--- config.mk ---
export PLATFORM = sky130hd
export DESIGN_NAME = div_seq_flat
export DESIGN_NICKNAME = d
export VERILOG_FILES = /design/src/rtl/div_seq_if.sv /design/src/rtl/div_seq.sv /design/src/flat_wrapper.sv
export SDC_FILE = /design/constraint.sdc
export NUM_CORES = 1
export LEC_CHECK = 0
export CELL_PAD_IN_SITES_DETAIL_PLACEMENT = 0
export CELL_PAD_IN_SITES_GLOBAL_PLACEMENT = 1
export CORE_MARGIN = 2
export CORE_UTILIZATION = 40
export CTS_CLUSTER_DIAMETER = 120
export DETAILED_ROUTE_END_ITERATION = 7
export PLACE_DENSITY_LB_ADDON = 0.2
export RECOVER_POWER = 50
export SLEW_MARGIN = 30
export SYNTH_ARGS = -nofsm -noshare
export SYNTH_HDL_FRONTEND = slang
export SYNTH_SLANG_ARGS = --single-unit
--- constraint.sdc ---
create_clock -name clk -period 3.8 [get_ports clk]
set_input_delay 0.38 -clock clk [delete_from_list [all_inputs] [get_ports clk]]
set_output_delay 0.38 -clock clk [all_outputs]
set_load 0.01 [all_outputs]
--- src/rtl/div_seq_if.sv ---
// Handshake bundle between the EX-stage decode and the sequential divider.
// Carries the request, operands, result and pipeline stall request.
interface div_seq_if #(
  parameter int WIDTH = 32
);
  logic               start_i;
  logic               annul_i;
  logic               signed_div_i;
  logic [WIDTH-1:0]   opdata1_i;
  logic [WIDTH-1:0]   opdata2_i;
  logic [2*WIDTH-1:0] result_o;
  logic               ready_o;
  logic               stall_o;

  modport master (
    output start_i, annul_i, signed_div_i,
    output opdata1_i, opdata2_i,
    input  result_o, ready_o, stall_o
  );

  modport slave (
    input  start_i, annul_i, signed_div_i,
    input  opdata1_i, opdata2_i,
    output result_o, ready_o, stall_o
  );
endinterface

--- src/rtl/div_seq.sv ---
// Radix-2 restoring divider for DIV/DIVU, one quotient bit per cycle.
// Optional DIV_EARLY_ZERO_EN: zero dividend short-cuts to a zero result.
module div_seq #(
  parameter int WIDTH = 32
) (
  input  logic      clk,
  input  logic      rst,
  div_seq_if.slave  bus
);
  localparam int CW = $clog2(WIDTH) + 1;

  typedef enum logic [1:0] {
    FREE, BYZERO, ON, END
  } state_t;

  state_t             state;
  state_t             state_n;
  logic [CW-1:0]      cnt;
  logic [WIDTH-1:0]   dvd;
  logic [WIDTH-1:0]   dvs;
  logic [WIDTH-1:0]   rem;
  logic               sgn;
  logic               s1;
  logic               s2;
  logic [2*WIDTH-1:0] result;
  logic               ready;
  logic               stall;

  logic               accept;
  logic               zero_req;
  logic               last;
  logic [WIDTH-1:0]   abs1;
  logic [WIDTH-1:0]   abs2;
  logic [WIDTH:0]     shifted;
  logic [WIDTH:0]     diff;
  logic               ge;
  logic [WIDTH-1:0]   rem_step;
  logic [WIDTH-1:0]   quot_fix;
  logic [WIDTH-1:0]   rem_fix;

  assign accept = (state == FREE) & bus.start_i & ~bus.annul_i;
  assign last   = (cnt == CW'(WIDTH));

`ifdef DIV_EARLY_ZERO_EN
  assign zero_req = (bus.opdata2_i == '0) | (bus.opdata1_i == '0);
`else
  assign zero_req = (bus.opdata2_i == '0);
`endif

  assign abs1 = (bus.signed_div_i & bus.opdata1_i[WIDTH-1])
              ? ('0 - bus.opdata1_i) : bus.opdata1_i;
  assign abs2 = (bus.signed_div_i & bus.opdata2_i[WIDTH-1])
              ? ('0 - bus.opdata2_i) : bus.opdata2_i;

  assign shifted  = {rem, dvd[WIDTH-1]};
  assign ge       = (shifted >= {1'b0, dvs});
  assign diff     = shifted - {1'b0, dvs};
  assign rem_step = ge ? diff[WIDTH-1:0] : shifted[WIDTH-1:0];

  assign quot_fix = (sgn & (s1 ^ s2)) ? ('0 - dvd) : dvd;
  assign rem_fix  = (sgn & s1) ? ('0 - rem) : rem;

  // State register
  always_ff @(posedge clk) begin
    if (rst) state <= FREE;
    else     state <= state_n;
  end

  // Next-state and stall request
  always_comb begin
    state_n = state;
    stall   = 1'b0;
    unique case (state)
      FREE: begin
        if (accept) begin
          stall   = 1'b1;
          state_n = zero_req ? BYZERO : ON;
        end
      end
      BYZERO: begin
        stall   = 1'b1;
        state_n = bus.annul_i ? FREE : END;
      end
      ON: begin
        stall = 1'b1;
        if (bus.annul_i) state_n = FREE;
        else if (last)   state_n = END;
      end
      END: begin
        if (bus.annul_i | ~bus.start_i)
          state_n = FREE;
      end
      default: state_n = FREE;
    endcase
  end

  // Operand latch, iteration step and result register
  always_ff @(posedge clk) begin
    if (rst) begin
      cnt    <= '0;
      dvd    <= '0;
      dvs    <= '0;
      rem    <= '0;
      sgn    <= 1'b0;
      s1     <= 1'b0;
      s2     <= 1'b0;
      result <= '0;
      ready  <= 1'b0;
    end else begin
      ready <= (state_n == END);
      if (state == END && state_n == END)
        result <= result;
      else if (state == ON && state_n == END)
        result <= {rem_fix, quot_fix};
      else
        result <= '0;
      if (accept) begin
        cnt <= '0;
        dvd <= abs1;
        dvs <= abs2;
        rem <= '0;
        sgn <= bus.signed_div_i;
        s1  <= bus.signed_div_i & bus.opdata1_i[WIDTH-1];
        s2  <= bus.signed_div_i & bus.opdata2_i[WIDTH-1];
      end else if (state == ON && !last) begin
        rem <= rem_step;
        dvd <= {dvd[WIDTH-2:0], ge};
        cnt <= cnt + CW'(1);
      end
    end
  end

  assign bus.result_o = result;
  assign bus.ready_o  = ready;
  assign bus.stall_o  = stall;
endmodule

--- src/flat_wrapper.sv ---
// flat-port wrapper written by rule: the top's interface ports become plain ports
module div_seq_flat 
#(
  parameter int WIDTH = 32
)
  (clk, rst, bus_start_i, bus_annul_i, bus_signed_div_i, bus_opdata1_i, bus_opdata2_i, bus_result_o, bus_ready_o, bus_stall_o);
  div_seq_if #(.WIDTH(WIDTH)) bus_i ();
  input  logic clk;
  input  logic rst;
  input wire logic [$bits(bus_i.start_i)-1:0] bus_start_i;
  input wire logic [$bits(bus_i.annul_i)-1:0] bus_annul_i;
  input wire logic [$bits(bus_i.signed_div_i)-1:0] bus_signed_div_i;
  input wire logic [$bits(bus_i.opdata1_i)-1:0] bus_opdata1_i;
  input wire logic [$bits(bus_i.opdata2_i)-1:0] bus_opdata2_i;
  output wire logic [$bits(bus_i.result_o)-1:0] bus_result_o;
  output wire logic [$bits(bus_i.ready_o)-1:0] bus_ready_o;
  output wire logic [$bits(bus_i.stall_o)-1:0] bus_stall_o;
  assign bus_i.start_i = bus_start_i;
  assign bus_i.annul_i = bus_annul_i;
  assign bus_i.signed_div_i = bus_signed_div_i;
  assign bus_i.opdata1_i = bus_opdata1_i;
  assign bus_i.opdata2_i = bus_opdata2_i;
  assign bus_result_o = bus_i.result_o;
  assign bus_ready_o = bus_i.ready_o;
  assign bus_stall_o = bus_i.stall_o;
  div_seq #(.WIDTH(WIDTH)) u_core (.clk(clk), .rst(rst), .bus(bus_i));
endmodule
* Yosys cells after proc, flatten, opt, wreduce, memory -nomap -nowiden
Index checks and enable logic that the tools add are counted.
Word-level totals: flip-flop bits (word level) 172, bits in latches 0, memory bits (writable) 0, memory bits (read-only) 0, bits of input ports 69, output and inout bits 66, logic and storage cells 58, memories kept 0
Cells by class: add/sub/neg operators 6, multipliers 0, div/mod/pow operators 0, order comparisons 1, equality and inequality tests 5, shift-type cells 0, multiplexer cells 17, bitwise logic cells 10, reductions and logical operators 9
Operators by type and width (number):
- two-way mux 32 bit | 7
- subtractor 1 x 32 -> 32 bit, first input constant | 4
- two-way mux 64 bit | 1
- greater-or-equal comparator 33 x 32 -> 1 bit | 1
- zero test 32 bit | 1
- subtractor 32 bit | 1
- two-way mux 2 bit | 6
- case mux 2 bit (4 select lines) | 1
- adder 6 x 1 -> 6 bit, second input constant | 1
- bitwise AND 1 bit | 6
- equality test 2 bit, second input constant | 3
- equality test 6 bit, second input constant | 1
- OR reduction 2 bit | 2
- logical AND 1 bit | 3
- equality test 2 x 1 -> 1 bit, second input constant | 1
- zero test 2 bit | 1
- inverter 1 bit | 2
- case mux 1 bit (2 select lines) | 1
- nonzero test 2 bit | 1
- zero test 1 bit | 1
- two-way mux 1 bit | 1
- bitwise OR 1 bit | 1
- XOR 1 bit | 1

* Longest topological paths before layout
depth after elaboration 8, depth in mapped cells 14, gate-level depth less buffers 13

* Least setup slack after synthesis
Ideal clock, no wire load.
path type in2reg, from input port bus_opdata2_i[10], to register u_core.result[62], in the netlist u_core.bus.result_o[62], library setup time 59 ps, arrival time 2837 ps, required time 3741 ps, setup slack 905 ps, cell stages on the path 12, buffers on the path 3, cell sequence or4_4 or3_4 nor4_4 and3_1 o21bai_2 a21oi_2 or2_1 buf_6 nor2b_4 buf_12 buf_12 a22o_1
Between the ends: cells in the longest elaborated chain, start to end 7, elaborated cells between the ends (all ways) 8, classes of those cells eq/ne: 1; mux: 4; reduce/logical: 3
RTL lines:
- from (decl) | line flat_wrapper.sv:14 | input wire logic [$bits(bus_i.opdata2_i)-1:0] bus_opdata2_i;
- zero test 32 bit (*) | line div_seq.sv:47 | assign zero_req = (bus.opdata2_i == '0);
- two-way mux 2 bit (*) | line div_seq.sv:77 | state_n = zero_req ? BYZERO : ON;
- two-way mux 2 bit (*) | line div_seq.sv:75 | if (accept) begin
- case mux 2 bit (4 select lines) (*) | line div_seq.sv:73 | unique case (state)
- equality test 2 bit (*) | line div_seq.sv:111, div_seq.sv:113
- logical AND 1 bit | line div_seq.sv:113 | else if (state == ON && state_n == END)
- two-way mux 64 bit | line div_seq.sv:113
- to (signal assigned) | line div_seq.sv:112 | result <= result;
- to (signal assigned) | line div_seq.sv:114 | result <= {rem_fix, quot_fix};
- to (decl) | line div_seq.sv:25 | logic [2*WIDTH-1:0] result;
Every way passes the cells marked *; elsewhere a longest branch is shown, timed or not. A chain may end at the register's enable or synchronous reset.

* Worst setup path after layout
from input port bus_opdata2_i[0], to register u_core.result[51], in the netlist u_core.bus.result_o[51]
Same word-level chain as after synthesis.

==> flow_metrics.py <==
metrics = {
    "global_routing": {
        "overflow": 0,
        "grt_first_pass_wirelength_mm": 50.8,
        "grt_max_degree": 54,
        "groute.usage.overall": 0.223,
        "antenna_found_initial": 0,
        "grt_pass1_vias": 9280,
    },
    "logic_synthesis": {
        "synth_fp_nets": 1460,
        "synth_area_um2": 10900,
        "synth.area.top_cells": "dfxtp_1 (32%), xnor2_1 (6.2%), xor2_1 (5.5%), nor2_1 (4.9%), a21oi_1 (4.8%)",
        "yosysWarnings": 0,
        "synth_edf_count": 0,
        "avgSynthCellArea_um2": 8.09,
        "synth.distinct_cells": 72,
        "ys_seq_area_frac": 0.316,
        "synth_top_cell_by_area": "dfxtp_1",
        "synth_seq_cells": 172,
        "yosys.area.top_type_share": 0.316,
        "ys_async_sr_fraction": 0,
        "ys.flop_type": "dfxtp_1",
        "postSynthCellCount": 1348,
    },
    "critical_path": {
        "worst-path-max-fanout": 42,
        "crit_family": "simple AND/OR/NAND/NOR gates",
        "setup.worst_path.start": "bus_opdata2_i[0]",
        "crit_chain": "dlygate4sd3_1 > inv_1 > ha_1 > nor3b_1 > nand3b_1 > nor4_1 > and3_1 > o21bai_2 > a21oi_2 > or2_1 > nor2_8 > buf_12 > a22o_1",
        "worstSetupPathType": "input port to flop",
        "max_stage_delay_ns": 0.58,
        "critPathRequiredTime_ns": 4.18,
        "cp-start-kind": "input port",
        "r2r-start": "u_core.rem[6]",
        "critPathBufInv": 3,
        "worst_path_max_delay_cell": "dlygate4sd3_1",
        "endpoint_kind": "flop",
        "critical_path_arrival_ns": 3.71,
    },
    "final_layout": {
        "antennaDiodeCount": 0,
        "fin_util": 0.482,
        "layout_commonest_cell": "dfxtp_1",
        "final_cell_mix": "dfxtp_1 (172), nor2_1 (143), nand2_1 (124)",
        "drive_gt1_frac": 0.0479,
        "layout.nets": 1559,
        "final_cell_count_no_fill": 1801,
        "area_delta_synth_final_pct": 18.7,
    },
    "clock_tree": {
        "cts_max_level": 4,
        "root_buffer": "clkbuf_16",
        "cts_tree": "built",
        "cts_hold_buf": 0,
        "cts_inserted_buffers": 17,
        "cts.sinks": 172,
        "cts_resized": 0,
        "clockBufferDepth": 2,
        "path_clk_slew_ns": 0.07,
        "post_cts_buffers": 0,
        "clkLatencyLatePin_ns": 0.43,
    },
    "route": {
        "num_vias": 9875,
        "via_per_inst": 5.48,
        "wl_mm": 31.6,
        "antenna_left": 0,
        "routedWlPerCell_um": 17.5,
        "initialDrtViolationCount": 592,
        "drc": 0,
        "drt_pass1_iterations": 7,
    },
    "sta": {
        "postLayoutSetupSlackWorst_ns": 0.471,
        "tightest_slew_ns": 1.01,
        "final.setup.tns_ns": 0,
        "rsz0062_at_grt": "false",
        "setup_viol": 0,
        "hold_violations": 0,
        "skew_ns": 0.00774,
        "fmax_mhz": 300,
        "fin_crit_sh": 0.876,
        "finalMaxSlewViolations": 0,
        "period_minus_slack_ns": 3.33,
        "slew_headroom": 0.330,
    },
    "place": {
        "post-place-ws_ns": 0.261,
        "hpwl_mm": 24.5,
        "port_buffers": 134,
        "dp.cells": 1769,
        "gp_congestion": 0.884,
    },
    "die": {
        "start_util": 0.406,
        "core_area_um2": 26900,
        "die_w_um": 169,
        "dieArea_um2": 28600,
        "fp-row-count": 60,
        "die_h_um": 169,
        "io_pins": 135,
    },
    "status": {
        "status": "complete, no violations",
    },
    "worst_hold_path": {
        "hp-class": "flop to flop",
        "min_from": "u_core.dvs[30]",
    },
    "power": {
        "power_w": 0.00524,
        "ir_drop_uv": 294,
        "p_per_area_nw_per_um2": 404,
        "leakagePower_nw": 5.31,
    },
    "run": {
        "drv_cap": 0,
    },
}
## synthesized netlist by cell type (all sizes together) (4+ instances only)
| cell | instances |
|---|---|
| and2 | 12 |
| nand3 | 12 |
| nor4 | 15 |
| ha | 42 |
| xnor2 | 77 |
| nor2b | 10 |
| nand2b | 8 |
| a31oi | 11 |
| and3 | 14 |
| o21bai | 6 |
| nor2 | 144 |
| xor2 | 68 |
| a21o | 15 |
| a21oi | 106 |
| o31ai | 14 |
| o211ai | 8 |
| a311oi | 27 |
| or3 | 11 |
| o21ai | 71 |
| o41ai | 12 |
| a41oi | 4 |
| o2bb2ai | 7 |
| inv | 65 |
| buf | 21 |
| nand2 | 125 |
| a211oi | 27 |
| a22o | 52 |
| nand4 | 9 |
| o22ai | 16 |
| nor3 | 27 |
| dfxtp | 172 |
| clkbuf | 54 |
| or4 | 9 |
| a22oi | 6 |
| mux2i | 38 |
## layout make-up
class                           instances  area (µm²)
Clock buffer                           17         425
Fill cell                            2685       13900
Clock inverter                         15         115
Multi-Input combinational cell       1036        6800
Tap cell                              341         427
Inverter                               65         244
Sequential cell                       172        3440
Timing Repair Buffer                  155        1500
## per-stage QoR
step | cell area (µm²) | hold slack, ns
2_1_floorplan | 10900 | 0.432
3_3_place_gp | 12400 | 0.444
3_5_place_dp | 12400 | 0.444
4_1_cts | 13000 | 0.445
5_1_grt | 13000 | 0.475
6_report | 13000 | 0.450
## report_power, final
part	internal [W]	switching, W	total, W
clock	0.000846	0.000794	0.00164
combinational	0.000695	0.000908	0.00160
sequential	0.00188	0.000115	0.00200
## flip-flops by register name (all words and copies together), names as in the netlist
register             cells
u_core.cnt               6
u_core.state             2
u_core.bus.ready_o       1
u_core.dvs              32
u_core.s1                1
u_core.s2                1
u_core.sgn               1
u_core.dvd              32
u_core.rem              32
u_core.bus.result_o     64
## final timing paths
kind | to | slack, ns | cells past startpoint
max reg2reg | u_core.rem[22] | 0.51 | 11
min | u_core.dvs[30] | 0.45 | 2
max | u_core.bus.result_o[51] | 0.47 | 13
min reg2reg | u_core.dvs[30] | 0.45 | 2
## worst register-to-register path: cells and delay by family, from the launching register on
kind	cells	cell delay [ns]
AOI/OAI and AO/OA	7	1.89
DFF	1	0.50
adders and majority gates	1	0.34
buffers and inverters	1	0.25
muxes	1	0.17
and+or+nand+nor	1	0.07
## per-layer routing
metal	part of all wire	track usage
met1	0.51	0.331
met2	0.43	0.338
met3	0.048	0.0338
met4	0.010	0.0494
met5	0	0
## cells by family (layout without fill, tap and decap cells)
group,Yosys count,after routing,share of synthesized area
AOI/OAI and AO/OA,400,400,0.246
xor gates and xnor gates,145,145,0.116
adders and majority gates,43,43,0.0500
buffers and inverters,140,252,0.0601
DFF,172,172,0.316
muxes,39,39,0.0359
and+or+nand+nor,409,409,0.176
Note: power is estimated with default switching activity, not from simulation.
